--- src/rtl/data_mem_controller.sv ---
// Data memory owner: MEM-stage passthrough plus a post-halt dump sequencer.
// Optional macro DUMP_RANGE_EN adds dump_first/dump_last range ports.
module data_mem_controller #(
  parameter int LEN_DATA  = 32,
  parameter int ADDR_BITS = 8,
  parameter int RAM_DEPTH = 256
) (
  input  logic                 clk,
  input  logic                 reset,
  input  logic                 pipe_rd,
  input  logic                 pipe_wr,
  input  logic [ADDR_BITS-1:0] pipe_addr,
  input  logic [LEN_DATA-1:0]  pipe_wdata,
  output logic [LEN_DATA-1:0]  pipe_rdata,
  input  logic                 halt_flag,
  input  logic                 dump_start,
  output logic [LEN_DATA-1:0]  dump_data,
  output logic [ADDR_BITS-1:0] dump_addr,
  output logic                 dump_valid,
  input  logic                 dump_ready,
  output logic                 dump_done,
  output logic                 busy,
  output logic                 conflict,
  output logic                 mem_rd,
  output logic                 mem_wr,
  output logic [ADDR_BITS-1:0] mem_addr,
  output logic [LEN_DATA-1:0]  mem_wdata,
`ifdef DUMP_RANGE_EN
  input  logic [ADDR_BITS-1:0] dump_first,
  input  logic [ADDR_BITS-1:0] dump_last,
`endif
  input  logic [LEN_DATA-1:0]  mem_rdata
);

  typedef enum logic [1:0] {
    IDLE,
    DUMP_RD,
    DUMP_WAIT,
    DONE
  } state_t;

  localparam int CW = ADDR_BITS + 1;

  state_t        state, state_nx;
  logic [CW-1:0] cnt, cnt_nx;
  logic [CW-1:0] first_w, last_w;
  logic          accept, empty, xfer;

  assign accept    = (state == IDLE) & dump_start & halt_flag;
  assign xfer      = dump_valid & dump_ready;
  assign busy      = (state != IDLE);
  assign dump_done = (state == DONE);

`ifdef DUMP_RANGE_EN
  logic [ADDR_BITS-1:0] last_q;

  assign first_w = {1'b0, dump_first};
  assign empty   = (dump_first > dump_last);
  assign last_w  = {1'b0, last_q};

  always_ff @(posedge clk or negedge reset) begin
    if (!reset) begin
      last_q <= '0;
    end else if (accept) begin
      last_q <= dump_last;
    end
  end
`else
  assign first_w = '0;
  assign empty   = 1'b0;
  assign last_w  = CW'(RAM_DEPTH - 1);
`endif

  always_comb begin
    state_nx   = state;
    cnt_nx     = cnt;
    mem_rd     = 1'b0;
    mem_wr     = 1'b0;
    mem_addr   = cnt[ADDR_BITS-1:0];
    mem_wdata  = '0;
    pipe_rdata = '0;
    unique case (state)
      IDLE: begin
        mem_rd     = pipe_rd;
        mem_wr     = pipe_wr;
        mem_addr   = pipe_addr;
        mem_wdata  = pipe_wdata;
        pipe_rdata = mem_rdata;
        if (accept) begin
          cnt_nx   = first_w;
          state_nx = empty ? DONE : DUMP_RD;
        end
      end
      DUMP_RD: begin
        mem_rd   = 1'b1;
        state_nx = DUMP_WAIT;
      end
      DUMP_WAIT: begin
        if (xfer) begin
          if (cnt == last_w) begin
            state_nx = DONE;
          end else begin
            cnt_nx   = cnt + 1'b1;
            state_nx = DUMP_RD;
          end
        end
      end
      DONE: begin
        state_nx = IDLE;
      end
    endcase
  end

  always_ff @(posedge clk or negedge reset) begin
    if (!reset) begin
      state <= IDLE;
      cnt   <= '0;
    end else begin
      state <= state_nx;
      cnt   <= cnt_nx;
    end
  end

  // Dump word register holds until the handshake completes
  always_ff @(posedge clk or negedge reset) begin
    if (!reset) begin
      dump_data  <= '0;
      dump_addr  <= '0;
      dump_valid <= 1'b0;
    end else if (state == DUMP_RD) begin
      dump_data  <= mem_rdata;
      dump_addr  <= cnt[ADDR_BITS-1:0];
      dump_valid <= 1'b1;
    end else if (state == DUMP_WAIT && xfer) begin
      dump_valid <= 1'b0;
    end
  end

  always_ff @(posedge clk or negedge reset) begin
    if (!reset) begin
      conflict <= 1'b0;
    end else if (busy && (pipe_rd || pipe_wr)) begin
      conflict <= 1'b1;
    end
  end

endmodule

--- config.mk ---
export PLATFORM = sky130hd
export DESIGN_NAME = data_mem_controller
export DESIGN_NICKNAME = d
export VERILOG_FILES = /design/src/rtl/data_mem_controller.sv
export SDC_FILE = /design/constraint.sdc
export NUM_CORES = 1
export LEC_CHECK = 0
export CORE_MARGIN = 1.5
export CORE_UTILIZATION = 32
export CTS_BUF_LIST = sky130_fd_sc_hd__clkbuf_4
export DETAILED_ROUTE_END_ITERATION = 8
export GPL_ROUTABILITY_DRIVEN = 0
export PLACE_DENSITY_LB_ADDON = 0.3
export SLEW_MARGIN = 20
export SYNTH_ARGS = -nofsm -noshare
export SYNTH_HDL_FRONTEND = slang
export SYNTH_SLANG_ARGS = --single-unit
--- constraint.sdc ---
create_clock -name clk -period 2.1 [get_ports clk]
set_input_delay 0.525 -clock clk [delete_from_list [all_inputs] [get_ports clk]]
set_output_delay 0.525 -clock clk [all_outputs]
set_load 0.01 [all_outputs]
## Word-level counts from Yosys, hierarchy flattened

Cells that the tools add are included.

| word-level totals | value |
|---|---|
| word-level logic and storage cells | 41 |
| input bits | 79 |
| flip-flop bits (word level) | 53 |
| output and inout bits | 118 |

| operators by class | value |
|---|---|
| add/subtract/negate cells | 1 |
| multiplexer cells | 15 |
| reductions and logical operators | 9 |
| bitwise gates (word level) | 3 |
| equality and inequality tests | 7 |

Operator list:

| cell | number |
|---|---|
| $mux 32 | 2 |
| $mux 9 | 3 |
| $pmux 9 s2 | 1 |
| $add 9x1->9 const B | 1 |
| $eq 9x8->1 const B | 1 |
| $mux 8 | 1 |
| $pmux 2 s4 | 1 |
| $mux 2 | 3 |
| $ne 2x2->1 const B | 3 |
| $reduce_bool 2->1 | 3 |
| $eq 2x2->1 const B | 2 |
| $reduce_and 4->1 | 1 |
| $and 1x1->1 | 3 |
| $mux 1 | 3 |
| $eq 2x1->1 const B | 1 |
| $logic_and 1x1->1 | 2 |
| $logic_not 2->1 | 1 |
| $pmux 1 s2 | 1 |
| $reduce_and 2->1 | 1 |
| $logic_or 1x1->1 | 1 |

## Logic depth before layout (Yosys ltp)

| depth | value |
|---|---|
| depth after elaboration | 5 |
| mapped depth | 8 |
| depth with buffers taken out | 7 |

## Least setup slack after synthesis

No wires, ideal clock.

| timing | value |
|---|---|
| path type | reg-to-reg |
| from | register cnt[0] |
| to | register cnt[0] |
| slack | -0.005 ns |
| buffers on the path | 1 |
| data required time | 1.975 ns |
| setup time | 0.125 ns |
| cell stages (with the launch flop) | 8 |
| arrival | 1.980 ns |
| clock period less this slack | 2.105 ns |
| cells stage by stage | dfrtp_1 -> ha_1 -> and3_1 -> and3_1 -> ha_1 -> a221o_1 -> buf_6 -> mux2_4 |

| on the way | value |
|---|---|
| word-level cells in the longest chain between the ends | 4 |

RTL lines:

| what | RTL line | source |
|---|---|---|
| start: declaration | 45 | `logic [CW-1:0] cnt, cnt_nx;` |
| start signal: assignment | 120 | `cnt <= cnt_nx;` |
| $add 9x1->9 | 103 | `cnt_nx = cnt + 1'b1;` |
| $mux 9 | 100 | `if (cnt == last_w) begin` |
| $mux 9 | 99 | `if (xfer) begin` |
| $pmux 9 s2 | 82 | `unique case (state)` |

Several ways; a longest one is shown, not always the timed one. The select of a mux whose other input is x is not followed.
A chain may end at the register's enable or synchronous reset.

## Worst setup path after layout

| timing | value |
|---|---|
| from | register state[1] |
| to | output pipe_rdata[19] |

| on the way | value |
|---|---|
| word-level cells in the longest chain between the ends | 2 |

RTL lines:

| what | RTL line | source |
|---|---|---|
| start: declaration | 44 | `state_t state, state_nx;` |
| start signal: assignment | 119 | `state <= state_nx;` |
| $logic_not 2->1 | 82 |  |
| $mux 32 | 82 |  |
| end: declaration | 14 | `output logic [LEN_DATA-1:0] pipe_rdata,` |

No other way between the ends.

==> results <==
==> repair_timing <==
item                       CTS  global route
cloned                       3             1
pin swaps                   17            19
setup endpoints to repair   77            80
resized for setup          348            87
setup buffers               15             6
==> metrics by stage <==
| stage | total power [mW] | area, sq um |
|---|---|---|
| 4_1_cts | 6.536 | 5172 |
| 6_report | 6.847 | 5434 |
| 2_1_floorplan | 3.308 | 2709 |
| 3_3_place_gp | 5.485 | 5027 |
| 5_1_grt | 7.279 | 5434 |
| 3_5_place_dp | 5.578 | 5027 |
==> critical path: cells and delay by family (launching register included) <==
family	cells	cell delay [ns]
DFF	1	0.44
buffers and inverters	5	0.56
and+or+nand+nor	2	0.29
==> area by class of cell <==
cell class	count	area (sq um)	area share, %
inverter	5	18.77	0.3454
multi-input combinational	171	1445	26.59
clock buffer	5	37.54	0.6908
timing repair buffer	251	2454	45.15
sequential	53	1326	24.41
tap	105	131.4	2.418
clock inverter	3	21.27	0.3914
==> worst min-delay path by stage <==
stage / start / end / slack, ns / cells past startpoint
2_1_floorplan: reset / cnt[0] / 0.23 / 0
3_3_place_gp: cnt[8] / cnt[8] / 0.46 / 2
3_5_place_dp: cnt[8] / cnt[8] / 0.47 / 2
4_1_cts: reset / dump_data[9] / 0.08 / 1
5_1_grt: reset / dump_data[14] / 0.09 / 1
6_report: reset / dump_data[9] / 0.08 / 1
==> metal layers <==
metal | part of all wire [%] | vias up | routed length (microns)
li1 | - | 1317 | -
met1 | 38 | 1344 | 3480
met2 | 56 | 91 | 5159
met3 | 5.5 | 4 | 505
met4 | 0.63 | 0 | 58
met5 | 0 | - | 0
==> power by group <==
part / switching [mW] / internal, mW
clock network: 0.333 / 0.134
logic: 1.80 / 2.93
registers: 0.227 / 1.42
==> flip-flops by register name, indices dropped and copies added (netlist names) <==
name / cells
cnt: 9
conflict: 1
dump_addr: 8
dump_data: 32
dump_valid: 1
state: 2
==> cells in the mapped netlist, types with 3 or more instances <==
library cell | number | share of area [%]
nand2_1 | 7 | 0.97
inv_1 | 5 | 0.69
nor2_1 | 8 | 1.1
and2_1 | 66 | 15
nand3_1 | 3 | 0.55
buf_2 | 6 | 1.1
mux2_2 | 46 | 19
o21ai_0 | 14 | 2.6
dfrtp_1 | 53 | 49
a21oi_1 | 5 | 0.92
clkbuf_1 | 8 | 1.1
and3_1 | 3 | 0.69
==> cells by family (layout without fill, tap and decap cells) <==
kind of cell               after synthesis  count (layout)  share of synthesized area (%)
adders and majority gates                2               2                         0.9245
buffers and inverters                   21             264                          3.745
DFF                                     53              53                          49.01
AOI/OAI and AO/OA                       27              28                          5.733
muxes                                   47              47                          19.69
and+or+nand+nor                         94              94                          20.90
==> flow_metrics.tcl <==
set metrics [dict create \
    pwr_density_cell_mw_per_mm2 1260 \
    grt_pass1_wl_microns 13990 \
    cp_cell_sequence "nor2_4, buf_12, buf_12, buf_8, buf_6, and2_4, buf_6" \
    synthArstFlopShare_pct 100.0 \
    fmax_mhz 453.5 \
    finalSetupViolCount 21 \
    vias_per_cell 4.648 \
    rows 33 \
    track_usage_pct 20.14 \
    violations "negative setup slack" \
    max_cap_violations 0 \
    cp-end-kind "primary output" \
    die_area_sq_mm 0.009018 \
    critPathMaxStageDelay_ns 0.44 \
    routedWlPerCell_microns 15.52 \
    fin_crit_ns 2.205 \
    cts_buffers 5 \
    postCtsHoldBufs 0 \
    dr.pass1.iters 4 \
    syn_inst 244 \
    drive_gt1_share_pct 47.95 \
    path_class "reg -> out" \
    worst_pin_slew_ns 0.4990 \
    core-area_sq_mm 0.008217 \
    fin_ws_ns -0.1049 \
    antenna_found_initial 0 \
    htreeDepth 2 \
    vias 2756 \
    met2_usage_pct 39.11 \
    numPlacedInstances 566 \
    syn-cell-area_sq_mm 0.002706 \
    syn_area_per_cell_sq_um 11.09 \
    fin_skew_ns 0.01526 \
    startpoint "state[1]" \
    hold_class "in -> async" \
    rsz0062_at_grt "true" \
    final_nets 568 \
    clk_pin_slew_ns 0.16 \
    fp.dieW_microns 94.97 \
    cts_tree "done" \
    route.detailed.drc 0 \
    cts-root-buf "clkbuf_4" \
    leakage_nw 2.540 \
    cp-start-kind "register" \
    grt_max_degree 35 \
    yosys_warnings 0 \
    met3_usage_pct 4.428 \
    critPathArrivalTime_ns 1.68 \
    slew_headroom_pct 66.73 \
    use_met1_pct 22.12 \
    layout_common_cells "119 x clkdlybuf4s50_1, 63 x buf_6, 53 x dfrtp_1, 42 x and2_4, 39 x mux2_2" \
    clkSinkCount 53 \
    reg2regPathDepth 8 \
    grt_pass1_vias 2828 \
    ant_nets 0 \
    drv_slew 0 \
    instances_no_fill 593 \
    boundaryPins 197 \
    ys_types 27 \
    cp.required_ns 1.57 \
    ys_ff_latch 53 \
    wl_microns 9203 \
    timing.hold.ws_ns 0.08455 \
    ys_seq_area_share_pct 49.01 \
    run_status "complete, but fails checks" \
    portBuffers 196 \
    synth_edf_count 0 \
    vdd_drop_max_mv 0.6626 \
    syn_nets 325 \
    dieHeight_microns 94.97 \
    finish.utilization_pct 66.13 \
    place_hpwl_microns 6492 \
    tns_ns -1.564 \
    worstReg2RegEnd "cnt[8]" \
    r2r_start "cnt[0]" \
    cts_buffer_depth 2 \
    start_util_pct 32.94 \
    drt_iter0_drc 66 \
    layout_commonest_cell "clkdlybuf4s50_1" \
    antenna_cells 0 \
    busiest_layer "met2" \
    overflow 0 \
    cpMaxStageDelayCell "dfrtp_1" \
    worstSkewPairLatency_ns 0.37 \
    finalHoldViolCount 0 \
    cp_max_fo 7 \
    endpoint "pipe_rdata[19]" \
    nFillCells 650 \
    dp_slack_ns -0.1138 \
    syn2layout_area_growth_pct 100.8 \
    synth_ff_type "dfrtp_1" \
    post-route-period-util_pct 105.0 \
    rrSetupSlack_ns 0.11 \
]
No activity file was read; power rests on OpenSTA's default activity.
